**src/rtl/sub_bytes_serial_if.sv**
```systemverilog
// Handshake bundle between the AES round controller and the byte-serial
// SubBytes stage.
//   in_valid/in_ready/in_data/in_mode : state delivered to the stage
//   out_valid/out_ready/out_data      : substituted state delivered onward
// Handshake rule for both channels: a transfer happens on a rising clock
// edge where valid and ready are both high; the producer holds valid and
// its data stable until that edge.
// The master modport is the side that supplies the state and consumes the
// result. The slave modport is the SubBytes stage itself.
interface sub_bytes_serial_if;
    logic         in_valid;
    logic         in_ready;
    logic [127:0] in_data;
    logic         in_mode;
    logic         out_valid;
    logic         out_ready;
    logic [127:0] out_data;

    modport master (
        output in_valid, in_data, in_mode, out_ready,
        input  in_ready, out_valid, out_data
    );

    modport slave (
        input  in_valid, in_data, in_mode, out_ready,
        output in_ready, out_valid, out_data
    );
endinterface

```
**src/rtl/sub_bytes_serial.sv**
```systemverilog
// Byte-serial SubBytes(+ShiftRows) stage for a low-area AES datapath.
// It accepts a 128-bit state and streams its 16 bytes through a single
// shared S-box, one byte per clock. Each substituted byte is written
// straight to its (Inv)ShiftRows destination.
//   clk       : clock, rising edge
//   rst       : synchronous active-high reset
//   bus       : sub_bytes_serial_if slave (in_* / out_* handshake)
//   dbg_state : current FSM state (0 IDLE, 1 SUB, 2 DONE)
// Byte k of a state is data[127-8k -: 8], with k = row + 4*col.

// Combinational AES S-box. mode=1 selects the forward S-box and mode=0
// selects the inverse S-box. The S-box is GF(2^8) inversion combined with
// the affine map, so no 256-entry table is needed.
module sub_bytes (
    input  logic [7:0] a,
    input  logic       mode,
    output logic [7:0] z
);
    function automatic logic [7:0] gf_mul(input logic [7:0] x, input logic [7:0] y);
        logic [7:0] p;
        logic [7:0] t;
        p = 8'h00;
        t = x;
        for (int i = 0; i < 8; i++) begin
            if (y[i]) p = p ^ t;
            t = {t[6:0], 1'b0} ^ (t[7] ? 8'h1b : 8'h00);
        end
        return p;
    endfunction

    // x^254 equals x^-1 for nonzero x, and 0 maps to 0 as the cipher requires.
    // 254 = 2+4+...+128, so square repeatedly and accumulate each square.
    function automatic logic [7:0] gf_inv(input logic [7:0] x);
        logic [7:0] p;
        logic [7:0] r;
        p = x;
        r = 8'h01;
        for (int i = 0; i < 7; i++) begin
            p = gf_mul(p, p);
            r = gf_mul(r, p);
        end
        return r;
    endfunction

    logic [7:0] inv_in;
    logic [7:0] fwd_y;

    always_comb begin
        inv_in = 8'h00;
        fwd_y  = 8'h00;
        z      = 8'h00;
        if (mode) begin
            fwd_y = gf_inv(a);
            z = fwd_y ^ {fwd_y[6:0], fwd_y[7]} ^ {fwd_y[5:0], fwd_y[7:6]}
                      ^ {fwd_y[4:0], fwd_y[7:5]} ^ {fwd_y[3:0], fwd_y[7:4]} ^ 8'h63;
        end else begin
            inv_in = {a[6:0], a[7]} ^ {a[4:0], a[7:5]} ^ {a[1:0], a[7:2]} ^ 8'h05;
            z = gf_inv(inv_in);
        end
    end
endmodule

module sub_bytes_serial #(
    parameter bit SHIFT_ROWS = 1'b1
) (
    input  logic              clk,
    input  logic              rst,
    sub_bytes_serial_if.slave bus,
    output logic [1:0]        dbg_state
);
    typedef enum logic [1:0] {
        IDLE = 2'd0,
        SUB  = 2'd1,
        DONE = 2'd2
    } state_t;

    state_t       state;
    state_t       state_nxt;
    logic [3:0]   cnt;
    logic         mode_r;
    logic [127:0] src_reg;
    logic [127:0] out_q;
    logic [7:0]   sbox_a;
    logic [7:0]   sbox_z;
    logic [3:0]   dst;
    logic [1:0]   dst_col;

    sub_bytes u_sbox (
        .a    (sbox_a),
        .mode (mode_r),
        .z    (sbox_z)
    );

    always_ff @(posedge clk) begin
        if (rst) state <= IDLE;
        else     state <= state_nxt;
    end

    always_comb begin
        state_nxt     = state;
        bus.in_ready  = 1'b0;
        bus.out_valid = 1'b0;
        case (state)
            IDLE: begin
                bus.in_ready = 1'b1;
                if (bus.in_valid) state_nxt = SUB;
            end
            SUB: begin
                if (cnt == 4'd15) state_nxt = DONE;
            end
            DONE: begin
                bus.out_valid = 1'b1;
                if (bus.out_ready) state_nxt = IDLE;
            end
            default: state_nxt = IDLE;
        endcase
    end

    // Source byte cnt sits at bit offset 8*(15-cnt).
    assign sbox_a = src_reg[{4'd15 - cnt, 3'b000} +: 8];

    // Destination of source byte (r, c). Forward ShiftRows moves the byte
    // left by r columns and InvShiftRows moves it right. The 2-bit column
    // arithmetic supplies the mod-4 wrap.
    always_comb begin
        dst_col = 2'd0;
        dst     = cnt;
        if (SHIFT_ROWS) begin
            dst_col = mode_r ? (cnt[3:2] - cnt[1:0]) : (cnt[3:2] + cnt[1:0]);
            dst     = {dst_col, cnt[1:0]};
        end
    end

    // out_q is written in place as bytes complete. Bytes that have not been
    // written yet keep stale data, but that data is hidden because
    // out_valid stays low until DONE.
    always_ff @(posedge clk) begin
        if (rst) begin
            cnt     <= 4'd0;
            mode_r  <= 1'b1;
            src_reg <= 128'd0;
            out_q   <= 128'd0;
        end else begin
            case (state)
                IDLE: begin
                    if (bus.in_valid) begin
                        src_reg <= bus.in_data;
                        mode_r  <= bus.in_mode;
                        cnt     <= 4'd0;
                    end
                end
                SUB: begin
                    out_q[{4'd15 - dst, 3'b000} +: 8] <= sbox_z;
                    cnt <= cnt + 4'd1;
                end
                default: ;
            endcase
        end
    end

    assign bus.out_data = out_q;
    assign dbg_state    = state;
endmodule

```
**src/flat_wrapper.sv**
```systemverilog
// flat-port wrapper written by rule: the top's interface ports become plain ports
module sub_bytes_serial_flat 
#(
    parameter bit SHIFT_ROWS = 1'b1
)
  (clk, rst, dbg_state, bus_in_valid, bus_in_data, bus_in_mode, bus_out_ready, bus_in_ready, bus_out_valid, bus_out_data);
  sub_bytes_serial_if bus_i ();
  input  logic clk;
  input  logic rst;
  output logic [1:0] dbg_state;
  input wire logic [$bits(bus_i.in_valid)-1:0] bus_in_valid;
  input wire logic [$bits(bus_i.in_data)-1:0] bus_in_data;
  input wire logic [$bits(bus_i.in_mode)-1:0] bus_in_mode;
  input wire logic [$bits(bus_i.out_ready)-1:0] bus_out_ready;
  output wire logic [$bits(bus_i.in_ready)-1:0] bus_in_ready;
  output wire logic [$bits(bus_i.out_valid)-1:0] bus_out_valid;
  output wire logic [$bits(bus_i.out_data)-1:0] bus_out_data;
  assign bus_i.in_valid = bus_in_valid;
  assign bus_i.in_data = bus_in_data;
  assign bus_i.in_mode = bus_in_mode;
  assign bus_i.out_ready = bus_out_ready;
  assign bus_in_ready = bus_i.in_ready;
  assign bus_out_valid = bus_i.out_valid;
  assign bus_out_data = bus_i.out_data;
  sub_bytes_serial #(.SHIFT_ROWS(SHIFT_ROWS)) u_core (.clk(clk), .rst(rst), .bus(bus_i), .dbg_state(dbg_state));
endmodule
```
**config.mk**
```make
export PLATFORM = sky130hd
export DESIGN_NAME = sub_bytes_serial_flat
export DESIGN_NICKNAME = d
export VERILOG_FILES = /design/src/rtl/sub_bytes_serial_if.sv /design/src/rtl/sub_bytes_serial.sv /design/src/flat_wrapper.sv
export SDC_FILE = /design/constraint.sdc
export NUM_CORES = 2
export LEC_CHECK = 0
export CELL_PAD_IN_SITES_DETAIL_PLACEMENT = 0
export CELL_PAD_IN_SITES_GLOBAL_PLACEMENT = 2
export CORE_UTILIZATION = 29
export DETAILED_ROUTE_END_ITERATION = 7
export PLACE_DENSITY_LB_ADDON = 0.3
export REMOVE_ABC_BUFFERS = 1
export SYNTH_ARGS = -nofsm -noshare
export SYNTH_HDL_FRONTEND = slang
export SYNTH_SLANG_ARGS = --single-unit
export TNS_END_PERCENT = 1
```
**constraint.sdc**
```tcl
create_clock -name clk -period 21.5 [get_ports clk]
set_input_delay 6.45 -clock clk [delete_from_list [all_inputs] [get_ports clk]]
set_output_delay 6.45 -clock clk [all_outputs]
set_load 0.01 [all_outputs]
```
==> key figures <==
Clocking
  – CTS buffer count: 26
  – CTS sink count: roughly 260
  – Register clock-pin slew on the reported worst setup and hold paths: 0.07 ns
  – Worst skew pair latency: about 0.57 ns
  – Post-CTS Setup Inserts: 0
  – CTS tree: done
  – Post-cts sizing count: 0
  – Post-CTS Hold Buffers: 0
  – Clk buf depth: 3
  – Htree depth: 1
  – Root Buffer: clkbuf_16

Floorplan
  – Die area: 133000 um2
  – Num ports: approximately 270
  – Die Wd: 365 um
  – Starting density of the core: approximately 30%
  – Core Footprint: approximately 130000 um2
  – FP Rows: between 100 and 150
  – Die height: about 370 um

Yosys
  – Synth warn: 0
  – Synth area leaders: xnor2_1 (16%), dfxtp_1 (14%), xnor3_1 (9.7%), nand2_1 (7.5%), nor2_1 (6.3%)
  – Cell Area, Synth: 38200 um2
  – Share of flip-flops with an asynchronous set or reset: 0%
  – Largest family of logic cells by synthesized area: XOR/XNOR gates
  – Syn_area_per_cell: approximately 8 um2
  – Cells after Synth: about 4900
  – Simple-gate share of the synthesized area: about 20%
  – Post-Synth Adder-Cell Area: 0.694%
  – Seq/Total Area, Yosys: between 10 and 15%
  – Largest area contributor in the netlist: xnor2_1
  – Flops & latches, synth: 263
  – Compound-cell area share of the yosys netlist: between 10% and 20%
  – Mux contribution to synthesized area: 6.38%
  – Synth top area share: between 10% and 20%
  – Most common flop cell mapped by yosys: dfxtp_1
  – Post-synth EDFFs: 0
  – Xor and xnor area share after synthesis: around 37%
  – Cell variety after synth: 120

Hold path
  – WHS Endpoint: u_core.bus.out_data[57]
  – Hold Startpoint: u_core.bus.out_data[57]
  – Hold Path Class: reg -> reg
  – Worst hold path depth: 2

Route
  – Via density: between 5 and 6
  – Average wire per standard cell: just under 20 um
  – Antenna-violating nets left: 0
  – Total wire length: ~130000 um
  – DRC errors left: 0
  – Drt pass-1 iters: 5
  – Iter 0 DRT Violations: about 2300
  – Routed via count: approximately 34000

Critical path
  – CP Data Arrival Time: 20.15 ns
  – Reg2Reg Setup Slack: about 1.7 ns
  – Most frequent CP cell: xnor3_1
  – Crit start category: register
  – Worst Path Max Fanout: 27
  – WP data required: around 22 ns
  – Crit Path Class: reg -> reg
  – CP Buf/Inv Count: 6
  – Delay-heaviest family, CP: XOR/XNOR gates
  – Max incr delay on CP: between 0.8 and 0.9 ns
  – CP max stage cell: dfxtp_2
  – Reg2reg start: u_core.cnt[2]
  – Crit end category: register
  – Reg2Reg Depth: about 60
  – Reg-to-Reg End: u_core.bus.out_data[26]

Final layout
  – Area Growth Syn to Fin: 14.6%
  – Most common cell after layout, fill and taps aside: nand2_1
  – Share of cells above drive strength 1: under 10%
  – Most frequent cells in the layout: nand2_1 (767), xnor2_1 (662), nor2_1 (645)
  – Number of fill cells in the layout: 13900
  – # diodes: 0
  – Nets@finish: roughly 5200

Global routing
  – Initial antenna violation count: 2
  – Global-route wire length before repair: slightly above 200000 um
  – Largest net degree at the start of global routing: between 100 and 150
  – Total GRT Usage: about a fifth
  – Vias in the first global route: ~34000
  – Remaining Overflow, GRT: 0

Place
  – HPWL after DPL: between 90000 and 100000 um
  – Port bufs: 264
  – RePlAce Congestion: between 0.8 and 0.9

Run status
  – Status: finished clean

STA
  – Slew Limit Fails: 0
  – RSZ-0062 raised after global routing: no
  – Final count of negative-setup-slack endpoints: 0
  – Worst-margin pin slew: ~1.2 ns
  – Min Tclk post-route: 19.76 ns
  – Total Negative Setup Slacks: 0 ns
  – Fin crit share: 91.9%
  – Slew Limit Headroom: approximately 18%
  – Peak Freq: a little over 50 MHz
  – Layout Skew: about 0.032 ns
  – Hold Vio Cnt, Final: 0

Job
  – Max Cap Viol: 0
==> per-layer routing <==
layer | wire [um] | track usage (%)
met1 | 62300 | 26.5
met2 | 61100 | 32.4
met3 | 6020 | 2.20
met4 | 1510 | 2.67
met5 | 22 | 0
==> cells by family (layout without fill, tap and decap cells) <==
family,after synthesis,after routing
compound gates,1055,1055
fa+ha+maj,22,22
mux,188,188
buf+inv,369,517
simple gates,1804,1804
flops,263,263
xor+xnor,1177,1177
==> Yosys cell counts, drive strengths merged, types with 8 or more instances <==
master / number
a211o: 9
a211oi: 48
a21o: 11
a21oi: 354
a221oi: 16
a22oi: 30
a31oi: 29
a32oi: 15
and2: 26
and3: 13
and4: 9
buf: 116
clkbuf: 196
dfxtp: 263
ha: 18
inv: 50
mux2: 31
mux2i: 126
mux4: 31
nand2: 769
nand2b: 34
nand3: 107
nand3b: 10
nand4: 20
nor2: 655
nor2b: 31
nor3: 64
nor3b: 9
nor4: 14
o211a: 8
o211ai: 33
o21a: 13
o21ai: 257
o21bai: 10
o221ai: 24
o22ai: 58
o31ai: 48
or2: 23
or3: 10
xnor2: 759
xnor3: 186
xor2: 209
xor3: 23
==> metrics by stage <==
stage                     hold slack, ns  worst slack (ns)  util [%]  cells  area (um2)
final                              0.449              1.74      33.7   6768       43800
after floorplan                    0.426              1.53         -   4566       36800
after global placement             0.435              1.68      33.0   6721       42900
after global routing               0.467             0.239      33.7   6768       43800
after detailed placement           0.441              1.27      33.0   6721       42900
after CTS                          0.453              1.21      33.7   6768       43800
==> worst register-to-register path: cells and delay by family, from the launching register on <==
family                     cells  cell delay, ns
buffers and inverters          6            1.35
muxes                          3            1.22
adders and majority gates      4            1.60
DFF                            1            0.89
and+or+nand+nor               14            3.66
xor gates and xnor gates      23            8.42
AOI/OAI and AO/OA              9            2.45
==> area by class of cell <==
cell class | count | area [um2] | share of cell area, %
clock buffer | 35 | 734 | 1.68
inverter | 57 | 225 | 0.514
timing repair buffer | 413 | 3760 | 8.58
multi-input combinational | 4246 | 31500 | 71.9
sequential | 263 | 5270 | 12.0
clock inverter | 12 | 155 | 0.354
tap | 1742 | 2180 | 4.97
==> worst max-delay path by stage <==
stage,start,endpoint,cells after the start
global route,u_core.cnt[2],u_core.bus.out_data[24],61
CTS,u_core.cnt[2],u_core.bus.out_data[24],61
finish,u_core.cnt[2],u_core.bus.out_data[26],59
floorplan,u_core.cnt[2],u_core.bus.out_data[110],49
detailed placement,u_core.cnt[2],u_core.bus.out_data[72],61
global placement,u_core.cnt[2],u_core.bus.out_data[72],61
Power is not shown: default switching activity piles up to over one toggle a cycle in this logic, so the estimate is an artifact.
